--- src/rtl/mem_test_sequencer_pkg.sv ---
// Shared types and LFSR helpers for the memory test sequencer.
// Imported by the sequencer top and its address generator.
package mem_test_sequencer_pkg;

    typedef enum logic [1:0] {
        READ_ONLY       = 2'd0,
        WRITE_ONLY      = 2'd1,
        WRITE_AND_CHECK = 2'd2
    } test_mode_t;

    typedef enum logic [2:0] {
        FIX   = 3'd0,
        RND   = 3'd1,
        RUN_0 = 3'd2,
        RUN_1 = 3'd3,
        INC   = 3'd4,
        DEC   = 3'd5
    } addr_mode_t;

    typedef enum logic [2:0] {
        ST_IDLE   = 3'd0,
        ST_RUN    = 3'd1,
        ST_WR_BLK = 3'd2,
        ST_RD_BLK = 3'd3,
        ST_DRAIN  = 3'd4
    } seq_state_t;

    // Smallest supported LFSR width that covers the address.
    function automatic int lfsr_width(input int addr_w);
        if (addr_w <= 8) begin
            return 8;
        end else if (addr_w <= 16) begin
            return 16;
        end
        return 32;
    endfunction

    // Feedback tap mask; bit n set means state bit n feeds the XOR.
    function automatic logic [31:0] lfsr_taps(input int r);
        case (r)
            8:       return 32'h0000_00B8;
            16:      return 32'h0000_D008;
            default: return 32'h8020_0003;
        endcase
    endfunction

endpackage

--- src/rtl/mem_test_sequencer_addr_gen.sv ---
// Address generator: FIX/INC/DEC/walking-bit/LFSR sequences with a
// snapshot register so a block of writes can be replayed as reads.
module mem_test_sequencer_addr_gen
    import mem_test_sequencer_pkg::*;
#(
    parameter int ADDR_W = 25
) (
    input  logic              clk_i,
    input  logic              rst_i,
    input  logic              load_i,
    input  addr_mode_t        mode_i,
    input  logic [ADDR_W-1:0] base_i,
    input  logic [ADDR_W-1:0] stride_i,
    input  logic [ADDR_W-1:0] seed_i,
    input  logic              advance_i,
    input  logic              snapshot_i,
    input  logic              restore_i,
    output logic [ADDR_W-1:0] addr_o
);

    localparam int R = lfsr_width(ADDR_W);
    localparam logic [31:0] TAPS_FULL = lfsr_taps(R);
    localparam logic [R-1:0] TAPS = TAPS_FULL[R-1:0];

    addr_mode_t        mode_q, mode_d;
    logic [R-1:0]      cur_q, cur_d;
    logic [R-1:0]      snap_q, snap_d;
    logic [ADDR_W-1:0] stride_q, stride_d;
    logic [R-1:0]      step_val;
    logic [R-1:0]      load_val;
    logic [ADDR_W-1:0] cur_a;

    assign cur_a  = cur_q[ADDR_W-1:0];
    assign addr_o = cur_a;

    always_comb begin
        step_val = cur_q;
        case (mode_q)
            INC: begin
                step_val               = '0;
                step_val[ADDR_W-1:0]   = cur_a + stride_q;
            end
            DEC: begin
                step_val               = '0;
                step_val[ADDR_W-1:0]   = cur_a - stride_q;
            end
            RUN_0, RUN_1: begin
                step_val               = '0;
                step_val[ADDR_W-1:0]   = {cur_a[ADDR_W-2:0], cur_a[ADDR_W-1]};
            end
            RND:     step_val = {cur_q[R-2:0], ^(cur_q & TAPS)};
            default: step_val = cur_q;
        endcase
    end

    always_comb begin
        load_val = '0;
        case (mode_i)
            RUN_0: load_val[ADDR_W-1:0] = ~ADDR_W'(1);
            RUN_1: load_val[ADDR_W-1:0] = ADDR_W'(1);
            RND: begin
                // An all-zero LFSR would lock up, so substitute all-ones.
                if (seed_i == '0) begin
                    load_val = '1;
                end else begin
                    load_val[ADDR_W-1:0] = seed_i;
                end
            end
            default: load_val[ADDR_W-1:0] = base_i;
        endcase
    end

    always_comb begin
        mode_d   = mode_q;
        cur_d    = cur_q;
        snap_d   = snap_q;
        stride_d = stride_q;
        if (load_i) begin
            mode_d   = mode_i;
            cur_d    = load_val;
            snap_d   = load_val;
            stride_d = (stride_i == '0) ? ADDR_W'(1) : stride_i;
        end else begin
            if (restore_i) begin
                cur_d = snap_q;
            end else if (advance_i) begin
                cur_d = step_val;
            end
            // Snapshot captures the post-advance value so the next block
            // starts at the address that follows the last read.
            if (snapshot_i) begin
                snap_d = cur_d;
            end
        end
    end

    always_ff @(posedge clk_i) begin
        if (rst_i) begin
            mode_q   <= FIX;
            cur_q    <= '0;
            snap_q   <= '0;
            stride_q <= '0;
        end else begin
            mode_q   <= mode_d;
            cur_q    <= cur_d;
            snap_q   <= snap_d;
            stride_q <= stride_d;
        end
    end

endmodule

--- src/rtl/mem_test_sequencer.sv ---
// Expands one CSR-programmed memory test into write/read commands,
// with block-wise write/read-back, abort, stop-on-error and error counting.
module mem_test_sequencer
    import mem_test_sequencer_pkg::*;
#(
    parameter int ADDR_W = 25,
    parameter int CNT_W  = 16,
    parameter int BLK_W  = 8,
    parameter int ERR_W  = 16
) (
    input  logic              clk_i,
    input  logic              rst_i,
    input  logic              start_test_i,
    input  logic              abort_i,
    input  test_mode_t        test_mode_i,
    input  addr_mode_t        addr_mode_i,
    input  logic [CNT_W-1:0]  test_count_i,
    input  logic [BLK_W-1:0]  blk_len_i,
    input  logic [ADDR_W-1:0] base_addr_i,
    input  logic [ADDR_W-1:0] stride_i,
    input  logic [ADDR_W-1:0] seed_i,
    input  logic              stop_on_err_i,
    input  logic              cmp_error_i,
    input  logic              cmp_busy_i,
    input  logic              meas_busy_i,
    input  logic              trans_busy_i,
    input  logic              trans_process_i,
    output logic              trans_valid_o,
    output logic [ADDR_W-1:0] trans_addr_o,
    output logic              trans_type_o,
    output logic              test_finish_o,
    output logic              test_result_o,
    output logic [ERR_W-1:0]  err_cnt_o,
    output logic              busy_o
);

    localparam int MW = (CNT_W > BLK_W) ? CNT_W : BLK_W;

    seq_state_t       state_q, state_d;
    test_mode_t       mode_q, mode_d;
    logic             stop_q, stop_d;
    logic [CNT_W-1:0] rem_q, rem_d;
    logic [BLK_W-1:0] blk_len_q, blk_len_d;
    logic [BLK_W-1:0] blk_size_q, blk_size_d;
    logic [BLK_W-1:0] phase_q, phase_d;
    logic [ERR_W-1:0] err_q, err_d;
    logic             result_q, result_d;

    logic             accept;
    logic             halt;
    logic             downstream_idle;
    logic             start_now;
    logic [CNT_W-1:0] rem_dec;
    logic [BLK_W-1:0] blk_len_eff;
    logic [BLK_W-1:0] first_blk;
    logic [BLK_W-1:0] next_blk;
    logic             gen_load, gen_adv, gen_snap, gen_restore;

    function automatic logic [BLK_W-1:0] block_size(input logic [BLK_W-1:0] len,
                                                    input logic [CNT_W-1:0] rem);
        logic [MW-1:0] len_w;
        logic [MW-1:0] rem_w;
        len_w = MW'(len);
        rem_w = MW'(rem);
        return (rem_w < len_w) ? BLK_W'(rem_w) : len;
    endfunction

    assign trans_valid_o   = (state_q == ST_RUN) || (state_q == ST_WR_BLK) || (state_q == ST_RD_BLK);
    assign trans_type_o    = (state_q == ST_RD_BLK) || ((state_q == ST_RUN) && (mode_q == READ_ONLY));
    assign accept          = trans_valid_o && !trans_process_i;
    assign halt            = abort_i || (cmp_error_i && stop_q);
    assign downstream_idle = !cmp_busy_i && !meas_busy_i && !trans_busy_i;
    assign start_now       = (state_q == ST_IDLE) && start_test_i;
    assign rem_dec         = rem_q - CNT_W'(1);
    assign blk_len_eff     = (blk_len_i == '0) ? BLK_W'(1) : blk_len_i;
    assign first_blk       = block_size(blk_len_eff, test_count_i);
    assign next_blk        = block_size(blk_len_q, rem_dec);
    assign test_finish_o   = (state_q == ST_DRAIN) && downstream_idle && !rst_i;
    assign busy_o          = (state_q != ST_IDLE);
    assign test_result_o   = result_q;
    assign err_cnt_o       = err_q;

    always_comb begin
        state_d     = state_q;
        mode_d      = mode_q;
        stop_d      = stop_q;
        rem_d       = rem_q;
        blk_len_d   = blk_len_q;
        blk_size_d  = blk_size_q;
        phase_d     = phase_q;
        gen_load    = 1'b0;
        gen_adv     = 1'b0;
        gen_snap    = 1'b0;
        gen_restore = 1'b0;

        case (state_q)
            ST_IDLE: begin
                if (start_test_i) begin
                    mode_d    = test_mode_i;
                    stop_d    = stop_on_err_i;
                    rem_d     = test_count_i;
                    blk_len_d = blk_len_eff;
                    gen_load  = 1'b1;
                    if (test_count_i == '0) begin
                        state_d = ST_DRAIN;
                    end else if (test_mode_i == WRITE_AND_CHECK) begin
                        blk_size_d = first_blk;
                        phase_d    = first_blk;
                        state_d    = ST_WR_BLK;
                    end else begin
                        state_d = ST_RUN;
                    end
                end
            end
            ST_RUN: begin
                if (accept) begin
                    gen_adv = 1'b1;
                    rem_d   = rem_dec;
                    if (rem_q == CNT_W'(1)) begin
                        state_d = ST_DRAIN;
                    end
                end
                if (halt) begin
                    state_d = ST_DRAIN;
                end
            end
            ST_WR_BLK: begin
                if (accept) begin
                    if (phase_q == BLK_W'(1)) begin
                        gen_restore = 1'b1;
                        phase_d     = blk_size_q;
                        state_d     = ST_RD_BLK;
                    end else begin
                        gen_adv = 1'b1;
                        phase_d = phase_q - BLK_W'(1);
                    end
                end
                if (halt) begin
                    state_d = ST_DRAIN;
                end
            end
            ST_RD_BLK: begin
                if (accept) begin
                    gen_adv = 1'b1;
                    rem_d   = rem_dec;
                    if (phase_q == BLK_W'(1)) begin
                        if (rem_q == CNT_W'(1)) begin
                            state_d = ST_DRAIN;
                        end else begin
                            gen_snap   = 1'b1;
                            blk_size_d = next_blk;
                            phase_d    = next_blk;
                            state_d    = ST_WR_BLK;
                        end
                    end else begin
                        phase_d = phase_q - BLK_W'(1);
                    end
                end
                if (halt) begin
                    state_d = ST_DRAIN;
                end
            end
            ST_DRAIN: begin
                if (downstream_idle) begin
                    state_d = ST_IDLE;
                end
            end
            default: state_d = ST_IDLE;
        endcase
    end

    // Start clears the error state even if an error pulse lands in that cycle.
    always_comb begin
        err_d    = err_q;
        result_d = result_q;
        if (start_now) begin
            err_d    = '0;
            result_d = 1'b0;
        end else if (cmp_error_i) begin
            result_d = 1'b1;
            if (err_q != '1) begin
                err_d = err_q + ERR_W'(1);
            end
        end
    end

    always_ff @(posedge clk_i) begin
        if (rst_i) begin
            state_q    <= ST_IDLE;
            mode_q     <= READ_ONLY;
            stop_q     <= 1'b0;
            rem_q      <= '0;
            blk_len_q  <= '0;
            blk_size_q <= '0;
            phase_q    <= '0;
            err_q      <= '0;
            result_q   <= 1'b0;
        end else begin
            state_q    <= state_d;
            mode_q     <= mode_d;
            stop_q     <= stop_d;
            rem_q      <= rem_d;
            blk_len_q  <= blk_len_d;
            blk_size_q <= blk_size_d;
            phase_q    <= phase_d;
            err_q      <= err_d;
            result_q   <= result_d;
        end
    end

    mem_test_sequencer_addr_gen #(
        .ADDR_W (ADDR_W)
    ) u_addr_gen (
        .clk_i      (clk_i),
        .rst_i      (rst_i),
        .load_i     (gen_load),
        .mode_i     (addr_mode_i),
        .base_i     (base_addr_i),
        .stride_i   (stride_i),
        .seed_i     (seed_i),
        .advance_i  (gen_adv),
        .snapshot_i (gen_snap),
        .restore_i  (gen_restore),
        .addr_o     (trans_addr_o)
    );

endmodule

--- config.mk ---
export PLATFORM = sky130hd
export DESIGN_NAME = mem_test_sequencer
export DESIGN_NICKNAME = d
export VERILOG_FILES = /design/src/rtl/mem_test_sequencer_pkg.sv /design/src/rtl/mem_test_sequencer_addr_gen.sv /design/src/rtl/mem_test_sequencer.sv
export SDC_FILE = /design/constraint.sdc
export NUM_CORES = 1
export LEC_CHECK = 0
export CAP_MARGIN = 25
export CORE_MARGIN = 2
export CORE_UTILIZATION = 49
export CTS_CLUSTER_DIAMETER = 120
export DETAILED_ROUTE_END_ITERATION = 10
export GPL_TIMING_DRIVEN = 0
export PLACE_DENSITY = 0.84
export SLEW_MARGIN = 10
export SYNTH_ARGS = -nofsm -noshare
export SYNTH_HDL_FRONTEND = slang
export SYNTH_SLANG_ARGS = --single-unit
--- constraint.sdc ---
create_clock -name clk_i -period 6.55 [get_ports clk_i]
set_clock_uncertainty 0.1 [all_clocks]
set_input_delay 1.31 -clock clk_i [delete_from_list [all_inputs] [get_ports clk_i]]
set_output_delay 1.31 -clock clk_i [all_outputs]
set_load 0.01 [all_outputs]
==> run summary <==
Setup TNS -> 0 ps
Root Driver -> clkbuf_16
# DRC -> 0
Pre-CTS WS -> 1546 ps
Final Slew Violations -> 0
Detail Route Antenna Nets -> 0
Core Area -> 0.02176 mm²
Fin worst setup slack -> 1373 ps
Lkg Pwr -> 5.063 nW
Die area -> 0.02327 mm²
Vias in the first global route -> 11,368
Io pins -> 160
Initial Util -> 0.4969
Sequential fraction of the synthesis area -> 0.2870
Final period util -> 0.7903
Mapped Area -> 0.01081 mm²
Crit Path Class -> reg2reg
RePlAce Congestion -> 0.9805
Via/cell ratio -> 6.317
Count of final setup violators -> 0
Clock Pin Slew Worst Setup and Hold Paths -> 70 ps
DR vias -> 12,210
H-Tree Depth -> 4
Post-synthesis cell count -> 1,459
DR WL/cell -> 20.13 µm
TritonCTS clock tree -> done
EDFF count, synth -> 0
Cts hold-fix bufs -> 0
RSZ-0062 raised after global routing -> false
WL final -> 38,910 µm
Worst-case clock buffer depth -> 2
Main synth FF type -> dfxtp_1
Synth-to-layout area growth -> 23.63%
DR WL met2 -> 18,070 µm
CP Capture Type -> register
Pin slew with the least headroom to its limit -> 995.7 ps
Crit path launch type -> register
Port Buffers -> 158
Yosys warns -> 0
Critical path peak fanout -> 10
Syn Nets -> 1,618
Slew HR -> 0.3191
DR top layer -> met4
Num CTS Buffers -> 17
Hold Crit Class -> reg2reg
Netlist cell types -> 81
Worst vdd ir -> 0.0002480 V
Total GRT Usage -> 0.3202
PostCTS Resize Cnt -> 0
Std-Cell Rows -> 54
Syn_area_per_cell -> 7.409 µm²
R2r setup slk -> 1370 ps
Total Nets Final -> 1,798
Final core utilization -> 0.6143
Critical path arrival -> 5390 ps
First-pass GRT wire length -> 60,000 µm
Dpl hpwl -> 29,700 µm
Skew-Pair Late Insertion Delay -> 440 ps
DRT iter0 DRCs -> 1,423
Antenna violations before repair -> 1
Peak Freq -> 0.1932 GHz
Pre-antenna DRT Iters -> 7
Register bit count reported by yosys -> 155
Layout cells sized above 1 -> 0.05690
DIE WIDTH -> 152.5 µm
Synth async-reset ratio -> 0
Met3 wire length -> 3597 µm
Pwr/cell area -> 446.7 mW/mm²
Max-cap violations -> 0
GRT overflow -> 0
Final Hold Vio Count -> 0
Metal1 wirelength -> 15,150 µm
# clock sinks -> 155
Worst endpoint required time -> 6760 ps
Post-CTS setup buffer count -> 0
Largest net degree at the start of global routing -> 17
Die height -> 152.5 µm
Status -> finished, final reports clean
Min Tclk post-route -> 5177 ps
==> report_power, final <==
group	switching [mW]	internal, mW
Combinational	2.10	1.36
Sequential	0.288	1.18
Clock	0.463	0.578
Total	2.85	3.12
==> registers in the layout, indices dropped and copies added, names as in the netlist <==
| name | cells |
|---|---|
| u_addr_gen.cur_q | 32 |
| u_addr_gen.stride_q | 25 |
| state_q | 3 |
| rem_q | 16 |
| u_addr_gen.mode_q | 3 |
| blk_len_q | 8 |
| u_addr_gen.snap_q | 32 |
| stop_q | 1 |
| test_result_o | 1 |
| mode_q | 2 |
| err_cnt_o | 16 |
| blk_size_q | 8 |
| phase_q | 8 |
==> critical path, cell delays in order, from the launching register on <==
cell	delay (ps)
dfxtp_1	310
clkbuf_1	380
nor2b_1	470
and2_1	250
clkbuf_1	410
nor2_1	100
xnor2_1	230
ha_1	320
nor2b_1	170
o311a_1	390
a2111oi_0	600
nor3_1	230
a211oi_1	400
xnor2_1	160
a221oi_1	390
o21ai_0	140
==> cells in the mapped netlist (5+ instances only) <==
cell type,count,area share
a21oi_1,116,0.054
a21o_1,10,0.0069
nand2_1,146,0.051
buf_4,26,0.018
o31ai_1,10,0.0069
xor2_1,32,0.026
o21a_1,10,0.0069
ha_1,44,0.051
nand2b_1,15,0.0087
or2_2,5,0.0029
nand4_1,18,0.010
nor3_1,32,0.015
clkbuf_1,67,0.023
a22o_1,23,0.019
o22ai_1,15,0.0087
dfxtp_1,155,0.29
o21ai_0,115,0.053
nor4_1,28,0.016
a221oi_1,24,0.019
o211ai_1,22,0.015
a31oi_1,14,0.0081
nand3b_1,7,0.0049
nand3_1,41,0.019
o31a_1,6,0.0049
buf_1,7,0.0024
a311oi_1,9,0.0073
mux2i_1,10,0.0093
or3_1,13,0.0075
nor2_1,192,0.067
inv_1,47,0.016
nor2b_1,15,0.0087
mux2_2,5,0.0052
xnor2_1,35,0.028
buf_2,5,0.0023
and3_1,11,0.0064
and2_1,9,0.0052
a211oi_1,28,0.019
o21bai_1,10,0.0069
==> worst paths after layout <==
kind / endpoint / start / cells past startpoint
setup / recovery: u_addr_gen.snap_q[18]$_SDFFE_PP0P_ / u_addr_gen.mode_q[2]$_SDFFE_PP0P_ / 15
hold reg to reg: u_addr_gen.snap_q[12]$_SDFFE_PP0P_ / u_addr_gen.snap_q[12]$_SDFFE_PP0P_ / 2
hold / removal: u_addr_gen.snap_q[12]$_SDFFE_PP0P_ / u_addr_gen.snap_q[12]$_SDFFE_PP0P_ / 2
setup reg to reg: u_addr_gen.snap_q[18]$_SDFFE_PP0P_ / u_addr_gen.mode_q[2]$_SDFFE_PP0P_ / 15
==> metal layers <==
metal,track usage,vias to the layer above
met5,0,-
met4,0.1772,0
met3,0.05830,158
met2,0.5266,750
met1,0.3975,5636
li1,-,5666
==> cell families after synthesis <==
family,synth area share
AO/OA/AOI/OAI,0.2787
XOR/XNOR,0.05428
AND/OR/NAND/NOR,0.2419
flip-flops,0.2870
adder cells (fa/ha/maj),0.05278
buffers and inverters,0.07083
multiplexers,0.01447
==> stage by stage <==
stage	instance area (µm²)	std cells	hold WS [ps]	total power, mW
2_1_floorplan	10810	1459	332.0	3.764
3_3_place_gp	12740	1897	339.1	4.776
3_5_place_dp	12740	1897	347.9	4.826
4_1_cts	13350	1929	357.4	5.874
5_1_grt	13370	1933	382.8	6.312
6_report	13370	1933	357.6	5.970
==> layout by cell type (no fill, tap or decap), types with 26 or more instances in the layout <==
cell type	count
nor2_1	192
xor2_1	32
a21oi_1	116
buf_4	26
nand2_1	146
dfxtp_1	155
nor3_1	32
clkbuf_1	67
a211oi_1	28
nand3_1	41
clkdlybuf4s50_1	158
inv_1	47
nor4_1	28
o21ai_0	115
ha_1	44
xnor2_1	35
==> layout make-up <==
cell class | instances | area [µm²]
diodes | 1 | 2.502
plain buffers | 112 | 581.8
clock buffers | 17 | 425.4
clock inverters | 15 | 177.7
fillers | 1983 | 8391
inverters | 49 | 183.9
multi-input cells | 1143 | 6942
flip-flops and latches | 155 | 3103
well taps | 280 | 350.3
repair buffers | 161 | 1599
Note: power is estimated with default switching activity, not from simulation.
